### src/rtl/gps_bridge_pkg.sv
// Shared types and constants for the GPS sample packer and SPI bridge.
package gps_bridge_pkg;

    typedef enum logic [1:0] {
        StIdle = 2'd0,
        StNib0 = 2'd1,
        StNib1 = 2'd2
    } gps_pack_state_e;

    // Bit positions of each front-end line inside a packed nibble.
    localparam int unsigned NIB_I1 = 3;
    localparam int unsigned NIB_I0 = 2;
    localparam int unsigned NIB_Q1 = 1;
    localparam int unsigned NIB_Q0 = 0;

    localparam int unsigned GPS_FIFO_DEPTH_DEFAULT = 16;

endpackage

### src/rtl/gps_byte_fifo.sv
// Synchronous show-ahead FIFO with full/empty/level; a push while full is only
// accepted when a pop frees a slot in the same cycle.
module gps_byte_fifo #(
    parameter int unsigned DEPTH = 16,
    parameter int unsigned WIDTH = 8
) (
    input  logic                     clk,
    input  logic                     rst,
    input  logic                     push,
    input  logic [WIDTH-1:0]         push_data,
    input  logic                     pop,
    output logic [WIDTH-1:0]         rd_data,
    output logic                     full,
    output logic                     empty,
    output logic [$clog2(DEPTH):0]   level
);

    localparam int unsigned AW = $clog2(DEPTH);
    localparam logic [AW:0] FULL_COUNT = (AW + 1)'(DEPTH);

    logic [WIDTH-1:0] mem_q [DEPTH];
    logic [AW-1:0]    wr_ptr_q;
    logic [AW-1:0]    rd_ptr_q;
    logic [AW:0]      count_q;
    logic             do_push;
    logic             do_pop;

    assign full    = (count_q == FULL_COUNT);
    assign empty   = (count_q == '0);
    assign level   = count_q;
    assign do_pop  = pop & ~empty;
    assign do_push = push & (~full | do_pop);
    // Gate the head with empty so the output reads zero after reset/flush.
    assign rd_data = empty ? '0 : mem_q[rd_ptr_q];

    always_ff @(posedge clk) begin
        if (do_push) begin
            mem_q[wr_ptr_q] <= push_data;
        end
    end

    always_ff @(posedge clk) begin
        if (rst) begin
            wr_ptr_q <= '0;
            rd_ptr_q <= '0;
            count_q  <= '0;
        end else begin
            if (do_push) begin
                wr_ptr_q <= wr_ptr_q + 1'b1;
            end
            if (do_pop) begin
                rd_ptr_q <= rd_ptr_q + 1'b1;
            end
            if (do_push && !do_pop) begin
                count_q <= count_q + 1'b1;
            end else if (do_pop && !do_push) begin
                count_q <= count_q - 1'b1;
            end
        end
    end

endmodule

### src/rtl/gps_sample_packer.sv
// Synchronizes GPS front-end I/Q samples, packs two nibbles per byte and buffers them.
// Optional GPS_PACKER_OVF_CNT_EN adds the saturating OVF_COUNT output.
module gps_sample_packer
    import gps_bridge_pkg::*;
#(
    parameter int unsigned FIFO_DEPTH  = GPS_FIFO_DEPTH_DEFAULT,
    parameter int unsigned SYNC_STAGES = 2
) (
    input  logic                        MCU_CLK_25_000,
    input  logic                        RST,
    input  logic                        GPS_CLK,
    input  logic                        GPS_I1,
    input  logic                        GPS_I0,
    input  logic                        GPS_Q1,
    input  logic                        GPS_Q0,
    input  logic                        ENABLE,
    output logic [7:0]                  BYTE_DATA,
    output logic                        BYTE_VALID,
    input  logic                        BYTE_READY,
    output logic                        OVERFLOW,
    output logic [$clog2(FIFO_DEPTH):0] FIFO_LEVEL
`ifdef GPS_PACKER_OVF_CNT_EN
    ,
    output logic [7:0]                  OVF_COUNT
`endif
);

    localparam int unsigned CLK_BIT = 4;
    localparam int unsigned LAST    = SYNC_STAGES - 1;

    // Clock and data share one chain so every bit sees identical latency.
    logic [4:0]      pin_vec;
    logic [4:0]      sync_q [SYNC_STAGES];
    logic            gclk_prev_q;
    logic            gclk_edge;
    logic [3:0]      nibble;

    gps_pack_state_e state_q, state_d;
    logic [3:0]      hold_q, hold_d;
    logic            push;
    logic            enable_q;
    logic            enable_rise;
    logic            overflow_q;
    logic            drop;
    logic            fifo_full;
    logic            fifo_empty;

    always_comb begin
        pin_vec         = '0;
        pin_vec[CLK_BIT] = GPS_CLK;
        pin_vec[NIB_I1] = GPS_I1;
        pin_vec[NIB_I0] = GPS_I0;
        pin_vec[NIB_Q1] = GPS_Q1;
        pin_vec[NIB_Q0] = GPS_Q0;
    end

    always_ff @(posedge MCU_CLK_25_000) begin
        if (RST) begin
            for (int i = 0; i < SYNC_STAGES; i++) begin
                sync_q[i] <= '0;
            end
            gclk_prev_q <= 1'b0;
        end else begin
            sync_q[0] <= pin_vec;
            for (int i = 1; i < SYNC_STAGES; i++) begin
                sync_q[i] <= sync_q[i-1];
            end
            gclk_prev_q <= sync_q[LAST][CLK_BIT];
        end
    end

    assign gclk_edge = sync_q[LAST][CLK_BIT] & ~gclk_prev_q;
    assign nibble    = sync_q[LAST][3:0];

    always_ff @(posedge MCU_CLK_25_000) begin
        if (RST) begin
            state_q  <= StIdle;
            hold_q   <= '0;
            enable_q <= 1'b0;
        end else begin
            state_q  <= state_d;
            hold_q   <= hold_d;
            enable_q <= ENABLE;
        end
    end

    always_comb begin
        state_d = state_q;
        hold_d  = hold_q;
        push    = 1'b0;
        case (state_q)
            StIdle: begin
                if (ENABLE) begin
                    state_d = StNib0;
                end
            end
            StNib0: begin
                if (!ENABLE) begin
                    state_d = StIdle;
                end else if (gclk_edge) begin
                    hold_d  = nibble;
                    state_d = StNib1;
                end
            end
            StNib1: begin
                if (!ENABLE) begin
                    state_d = StIdle;
                end else if (gclk_edge) begin
                    push    = 1'b1;
                    state_d = StNib0;
                end
            end
            default: state_d = StIdle;
        endcase
    end

    gps_byte_fifo #(
        .DEPTH (FIFO_DEPTH),
        .WIDTH (8)
    ) u_fifo (
        .clk       (MCU_CLK_25_000),
        .rst       (RST),
        .push      (push),
        .push_data ({hold_q, nibble}),
        .pop       (BYTE_READY),
        .rd_data   (BYTE_DATA),
        .full      (fifo_full),
        .empty     (fifo_empty),
        .level     (FIFO_LEVEL)
    );

    assign BYTE_VALID  = ~fifo_empty;
    // A full FIFO still takes the byte when the consumer pops in the same cycle.
    assign drop        = push & fifo_full & ~BYTE_READY;
    assign enable_rise = ENABLE & ~enable_q;

    always_ff @(posedge MCU_CLK_25_000) begin
        if (RST || enable_rise) begin
            overflow_q <= 1'b0;
        end else if (drop) begin
            overflow_q <= 1'b1;
        end
    end

    assign OVERFLOW = overflow_q;

`ifdef GPS_PACKER_OVF_CNT_EN
    logic [7:0] ovf_cnt_q;

    always_ff @(posedge MCU_CLK_25_000) begin
        if (RST || enable_rise) begin
            ovf_cnt_q <= '0;
        end else if (drop && ovf_cnt_q != 8'hFF) begin
            ovf_cnt_q <= ovf_cnt_q + 8'd1;
        end
    end

    assign OVF_COUNT = ovf_cnt_q;
`endif

endmodule

### config.mk
export PLATFORM = sky130hd
export DESIGN_NAME = gps_sample_packer
export DESIGN_NICKNAME = d
export VERILOG_FILES = /design/src/rtl/gps_bridge_pkg.sv /design/src/rtl/gps_byte_fifo.sv /design/src/rtl/gps_sample_packer.sv
export SDC_FILE = /design/constraint.sdc
export NUM_CORES = 1
export LEC_CHECK = 0
export ABC_AREA = 0
export BUFFER_PORTS_ARGS = -buffer_cell sky130_fd_sc_hd__clkbuf_2
export CAP_MARGIN = 25
export CORE_MARGIN = 4
export CORE_UTILIZATION = 55
export DETAILED_ROUTE_END_ITERATION = 12
export PLACE_DENSITY = 0.72
export SYNTH_ARGS = -nofsm -noshare
export SYNTH_HDL_FRONTEND = slang
export SYNTH_HIERARCHICAL = 1
export SYNTH_SLANG_ARGS = --single-unit
### constraint.sdc
create_clock -name MCU_CLK_25_000 -period 3.55 [get_ports MCU_CLK_25_000]
set_input_delay 0.355 -clock MCU_CLK_25_000 [delete_from_list [all_inputs] [get_ports MCU_CLK_25_000]]
set_output_delay 0.355 -clock MCU_CLK_25_000 [all_outputs]
set_load 0.005 [all_outputs]
After elaboration in Yosys (flattened, before gate mapping) --
Memory sizes are Yosys's and may differ from the RTL's. A register that Yosys moved wholly into a read port is not among the register bits. Index checks and enable logic that the tools add are counted.
Word-level totals: flip-flop bits (word level) 22, memory bits (writable) 138, bits of input ports 9, output and inout bits 15, logic and storage cells 65, memories kept 2
Operators by class: $add $sub $neg 4, equal/unequal tests 6, muxes and demuxes 21, bitwise logic cells 14, reductions and logical operators 10
Memories:
- u_fifo.mem_q | depth 16, bits a word 8, rd ports 1, clocked after Yosys merged registers in 1, write ports 1, line gps_byte_fifo.sv:21 | logic [WIDTH-1:0] mem_q [DEPTH];
- sync_q | depth 2, bits a word 5, rd ports 2, clocked after Yosys merged registers in 0, write ports 2, line gps_sample_packer.sv:33 | logic [4:0] sync_q [SYNC_STAGES];
Operator list (count):
- two-way mux 5 bit | 4
- two-way mux 2 bit | 5
- adder 4 x 1 -> 4 bit (second input constant) | 2
- two-way mux 1 bit | 8
- two-way mux 4 bit | 2
- two-way mux 8 bit | 1
- AND 1 bit | 6
- inequality test 3 bit (second input constant) | 2
- case mux 2 bit (3 select lines) | 1
- AND reduction 3 bit | 2
- adder 5 x 1 -> 5 bit (second input constant) | 1
- equality test 5 bit (second input constant) | 1
- zero test 5 bit | 1
- inverter 1 bit | 5
- subtractor 5 x 1 -> 5 bit (second input constant) | 1
- OR 1 bit | 3
- equality test 2 x 1 -> 1 bit (second input constant) | 1
- equality test 2 bit (second input constant) | 1
- logical AND 1 bit | 2
- zero test 1 bit | 2
- zero test 2 bit | 1
- inequality test 2 bit (second input constant) | 1
- nonzero test 2 bit | 1
- logical OR 1 bit | 1

Depth between registers and ports, before layout --
depth after elaboration 10, depth in mapped cells 10

Hierarchy --
Netlist, hierarchy kept.
By module, submodules not included:
- gps_byte_fifo | times used 1, cells each 317, area an instance 5893.2 µm², seq. area each 4184.0 µm²
- gps_sample_packer | times used 1, cells each 60, area an instance 675.6 µm², seq. area each 380.4 µm²

Least setup slack after synthesis --
Ideal clock, no wire load.
kind flip-flop to flip-flop, start mem sync_q[1][4], in the netlist sync_q[0][9], end reg u_fifo.count_q[4], in the netlist u_fifo/level[4], arrival 2463 ps, path slack 966 ps, stages on the path, launching flop included 11, clock period less this slack 2584 ps, cell sequence dfxtp_1 nand3b_4 nor3b_1 a21boi_2 ha_1 inv_1 ha_1 a21oi_1 a211oi_1 a31oi_1 mux2_2
RTL lines:
- from (decl) | line gps_sample_packer.sv:33
- to (signal assigned) | line gps_byte_fifo.sv:55 | count_q <= count_q + 1'b1;
- to (signal assigned) | line gps_byte_fifo.sv:57 | count_q <= count_q - 1'b1;
- to (decl) | line gps_byte_fifo.sv:24 | logic [AW:0] count_q;

==> flow_summary.html <==
<table>
<tr><th>Metric</th><th>Value</th></tr>
<tr><th colspan="2">Floorplanning</th></tr>
<tr><td>DIE AREA</td><td>13,760 µm²</td></tr>
<tr><td>Number of top-level design ports</td><td>24</td></tr>
<tr><td>Die extent in y</td><td>117.3 µm</td></tr>
<tr><td>Core Box Area</td><td>11,560 µm²</td></tr>
<tr><td>Initial cell density of the core</td><td>56.80%</td></tr>
<tr><td>Placement Rows</td><td>39</td></tr>
<tr><td>DIE WIDTH</td><td>117.3 µm</td></tr>
<tr><th colspan="2">Setup path</th></tr>
<tr><td>Most used cell, CP</td><td>sky130_fd_sc_hd__a211oi_1</td></tr>
<tr><td>Critical Path Slowest Stage Cell</td><td>sky130_fd_sc_hd__mux4_1</td></tr>
<tr><td>CP Data Arrival Time</td><td>2.55 ns</td></tr>
<tr><td>Critical path class</td><td>reg2out</td></tr>
<tr><td>Cell depth of the worst flop-to-flop path</td><td>9</td></tr>
<tr><td>Family with the most delay on the worst path</td><td>buffers and inverters</td></tr>
<tr><td>Critical path buffer and inverter count</td><td>2</td></tr>
<tr><td>Peak per-stage delay on the critical path</td><td>0.61 ns</td></tr>
<tr><td>Setup slack on the worst flop-to-flop path</td><td>0.70 ns</td></tr>
<tr><td>Worst-path cell chain</td><td>buf_4, mux4_1, nor2b_1, a211oi_1, a211oi_1, clkbuf_2</td></tr>
<tr><td>RR Endpoint</td><td>u_fifo/level[4]</td></tr>
<tr><td>Launching point of the worst reg2reg path</td><td>u_fifo/level[0]</td></tr>
<tr><td>Worst setup EP type</td><td>output port</td></tr>
<tr><td>Largest driver fanout on the critical path</td><td>32</td></tr>
<tr><td>Required time of the critical path</td><td>3.19 ns</td></tr>
<tr><td>Kind of start point of the critical path</td><td>flip-flop</td></tr>
<tr><th colspan="2">Synth</th></tr>
<tr><td>Commonest cells in the synthesized netlist</td><td>sky130_fd_sc_hd__edfxtp_1 (128), sky130_fd_sc_hd__dfxtp_1 (36), sky130_fd_sc_hd__nor2_1 (29)</td></tr>
<tr><td>Ys async rst share</td><td>0%</td></tr>
<tr><td>Post-Syn Area per Cell</td><td>17.42 µm²</td></tr>
<tr><td>Commonest register cell after synthesis</td><td>sky130_fd_sc_hd__edfxtp_1</td></tr>
<tr><td>Synth top area cells</td><td>sky130_fd_sc_hd__edfxtp_1 (59%), sky130_fd_sc_hd__dfxtp_1 (11%), sky130_fd_sc_hd__mux4_2 (7.9%), sky130_fd_sc_hd__mux4_1 (3.6%), sky130_fd_sc_hd__mux2i_1 (2.3%)</td></tr>
<tr><td>Cell with the most instances after synthesis</td><td>sky130_fd_sc_hd__edfxtp_1</td></tr>
<tr><td>Post-synthesis net count</td><td>396</td></tr>
<tr><td>Number of different library cells in the post-synthesis netlist</td><td>45</td></tr>
<tr><td>Share of synthesized area occupied by flip-flops and latches</td><td>69.49%</td></tr>
<tr><td>Synthesized flop and latch total</td><td>164</td></tr>
<tr><td>Number of flops mapped to enable cells by yosys</td><td>128</td></tr>
<tr><td>Post-synthesis cell type with the largest combined area</td><td>sky130_fd_sc_hd__edfxtp_1</td></tr>
<tr><td>Syn. warnings</td><td>6</td></tr>
<tr><td>Cell area after technology mapping</td><td>6569 µm²</td></tr>
<tr><td>Top-area cell type share of the netlist area</td><td>58.51%</td></tr>
<tr><td>Mapped Cells</td><td>377</td></tr>
<tr><th colspan="2">Route</th></tr>
<tr><td>Number of nets with antenna violations after detailed routing</td><td>0</td></tr>
<tr><td>Total wire length</td><td>11,480 µm</td></tr>
<tr><td>Via density</td><td>5.804</td></tr>
<tr><td>Drt first pass iters</td><td>4</td></tr>
<tr><td>Number of DRC violations after detailed-routing iteration 0</td><td>287</td></tr>
<tr><td>Average detailed-routed wire length per instance</td><td>20.47 µm</td></tr>
<tr><td>Number of vias after detailed routing</td><td>3,256</td></tr>
<tr><td>Detailed-route DRC error count</td><td>0</td></tr>
<tr><th colspan="2">Clock tree</th></tr>
<tr><td>Clock-pin slew reported for the worst setup and hold paths after clock tree synthesis</td><td>0.06 ns</td></tr>
<tr><td>Total clock sinks</td><td>164</td></tr>
<tr><td>Number of buffers between clock root and the deepest sink</td><td>2</td></tr>
<tr><td>Cts bufs inserted</td><td>17</td></tr>
<tr><td>Post-CTS setup-driven buffer insertion count</td><td>0</td></tr>
<tr><td>Maximum level of the CTS H-tree</td><td>4</td></tr>
<tr><td>TritonCTS clock tree</td><td>built</td></tr>
<tr><td>Root Buffer</td><td>sky130_fd_sc_hd__clkbuf_16</td></tr>
<tr><td>Post-cts sizing count</td><td>0</td></tr>
<tr><td>Hold buffer count at cts</td><td>0</td></tr>
<tr><td>Source-to-sink clock delay at the later pin of the worst-skew pair</td><td>0.42 ns</td></tr>
<tr><th colspan="2">Global routing</th></tr>
<tr><td>Global-route total usage across every layer</td><td>18.46%</td></tr>
<tr><td>Vias in the first global route</td><td>3,310</td></tr>
<tr><td>Largest net degree at the start of global routing</td><td>40</td></tr>
<tr><td>Initial antenna violation count</td><td>0</td></tr>
<tr><td>Global route overflow</td><td>0</td></tr>
<tr><td>Wire length of the first global-routing pass</td><td>18,170 µm</td></tr>
<tr><th colspan="2">Power</th></tr>
<tr><td>Power density over the cells</td><td>650.0 nW/µm²</td></tr>
<tr><td>Maximum resistive drop on vdd</td><td>0.3934 mV</td></tr>
<tr><td>Leakage power figure</td><td>2.288 nW</td></tr>
<tr><td>Overall Power</td><td>4.797 mW</td></tr>
<tr><th colspan="2">Place</th></tr>
<tr><td>Port-buffer cells</td><td>23</td></tr>
<tr><td>Detailed-placement wirelength estimate</td><td>7115 µm</td></tr>
<tr><td>Global placement routability congestion</td><td>0.7476</td></tr>
<tr><th colspan="2">Min path</th></tr>
<tr><td>Hold wc startpoint</td><td>GPS_Q0</td></tr>
<tr><td>Cell count of the worst hold path</td><td>2</td></tr>
<tr><td>Terminating pin of the worst hold path</td><td>sync_q[0][0]</td></tr>
<tr><td>Worst Hold Class</td><td>in2reg</td></tr>
<tr><th colspan="2">Finish</th></tr>
<tr><td>Share of final-layout standard cells stronger than drive strength 1</td><td>22.01%</td></tr>
<tr><td>Final #Nets</td><td>424</td></tr>
<tr><td>Fill cell total of the finished layout</td><td>822</td></tr>
<tr><td>Area growth from synthesis to layout</td><td>12.34%</td></tr>
<tr><td>Number of diodes</td><td>0</td></tr>
<tr><th colspan="2">Timing</th></tr>
<tr><td>Worst hold slack after final layout</td><td>0.1543 ns</td></tr>
<tr><td>Crit path time final</td><td>2.900 ns</td></tr>
<tr><td>Max Clock Skew</td><td>0.01555 ns</td></tr>
<tr><td>Transition time at the pin with the least slew margin</td><td>0.8167 ns</td></tr>
<tr><td>Final hold violations</td><td>0</td></tr>
<tr><td>Highest attainable clock frequency</td><td>0.3448 GHz</td></tr>
<tr><td>Number of max-slew violations in the final report</td><td>0</td></tr>
<tr><td>Setup repair after global routing missed its margin</td><td>false</td></tr>
<tr><td>Number of setup violations in the final report</td><td>0</td></tr>
<tr><td>Max-Slew Margin vs Limit</td><td>45.35%</td></tr>
<tr><td>Setup TNS</td><td>0 ns</td></tr>
<tr><td>Share of the clock period used by the worst path</td><td>81.70%</td></tr>
<tr><th colspan="2">Job</th></tr>
<tr><td>Number of maximum-capacitance constraint violations</td><td>0</td></tr>
<tr><th colspan="2">Status</th></tr>
<tr><td>Outcome</td><td>completed</td></tr>
</table>
sequential cells by signal, summed over array words and instances, names as in the netlist, named ones only:
name and count:
u_fifo/level 5, OVERFLOW 1, sync_q 10, u_fifo/rd_ptr_q 4, u_fifo/mem_q 128, enable_q 1, hold_q 4, u_fifo/wr_ptr_q 4
gclk_prev_q 1, state_q 2
cells in the final DEF, fill, tap and decap left out, types with 7 or more instances in the layout:
master                      count
sky130_fd_sc_hd__nor2b_1       23
sky130_fd_sc_hd__mux2i_1       15
sky130_fd_sc_hd__ha_1           9
sky130_fd_sc_hd__edfxtp_1     128
sky130_fd_sc_hd__mux4_2        23
sky130_fd_sc_hd__nand2b_1      11
sky130_fd_sc_hd__buf_4          7
sky130_fd_sc_hd__clkbuf_2      23
sky130_fd_sc_hd__a211oi_1      17
sky130_fd_sc_hd__nor2_1        29
sky130_fd_sc_hd__dfxtp_1       36
sky130_fd_sc_hd__nand2_1        7
sky130_fd_sc_hd__mux4_1         9
sky130_fd_sc_hd__clkbuf_16     17
where the power goes:
group	switching (mW)	leakage [nW]	internal, mW	total (mW)
sequential	0.0635	1.30	2.10	2.16
clock	0.727	0.275	1.06	1.79
combinational	0.448	0.712	0.402	0.849
per-stage QoR:
step,worst slack [ns],instances,utilization (%),instance area [µm²]
3_3_place_gp,0.6905,529,58.67,6785
5_1_grt,0.3469,561,63.81,7380
6_report,0.6496,561,63.81,7380
2_1_floorplan,0.9660,377,-,6569
3_5_place_dp,0.6260,529,58.67,6785
4_1_cts,0.6252,561,63.81,7380
layer usage:
metal	wire [µm]	up-vias	global-route usage (%)
met5	0	-	0
met4	193	0	6.422
met3	765	15	4.473
met2	5468	109	28.43
met1	5053	1615	26.11
li1	-	1517	-
kinds of logic after synthesis:
kind of cell               synth area share, %
buffers and inverters                    2.210
AOI/OAI and AO/OA                        3.409
muxes                                    13.94
DFF                                      69.49
adders and majority gates                2.019
xor gates and xnor gates                 1.067
and+or+nand+nor                          7.867
final cells by class:
cell class	instances	area, µm²	area share (%)
Sequential cell	164	4564	61.85
Clock inverter	14	155.1	2.102
Clock buffer	18	439.2	5.951
Tap cell	143	178.9	2.425
Inverter	4	15.01	0.2035
Timing Repair Buffer	30	167.7	2.272
Multi-Input combinational cell	188	1859	25.19
worst max-delay path by stage:
stage          depth (start not counted)  slack [ns]         endpoint
6_report                               6        0.65     BYTE_DATA[1]
5_1_grt                                9        0.35  u_fifo/level[4]
4_1_cts                                6        0.63     BYTE_DATA[1]
3_5_place_dp                          11        0.63  u_fifo/level[4]
3_3_place_gp                          11        0.69  u_fifo/level[4]
2_1_floorplan                         10        0.97  u_fifo/level[4]
Note: power is estimated with default switching activity, not from simulation.
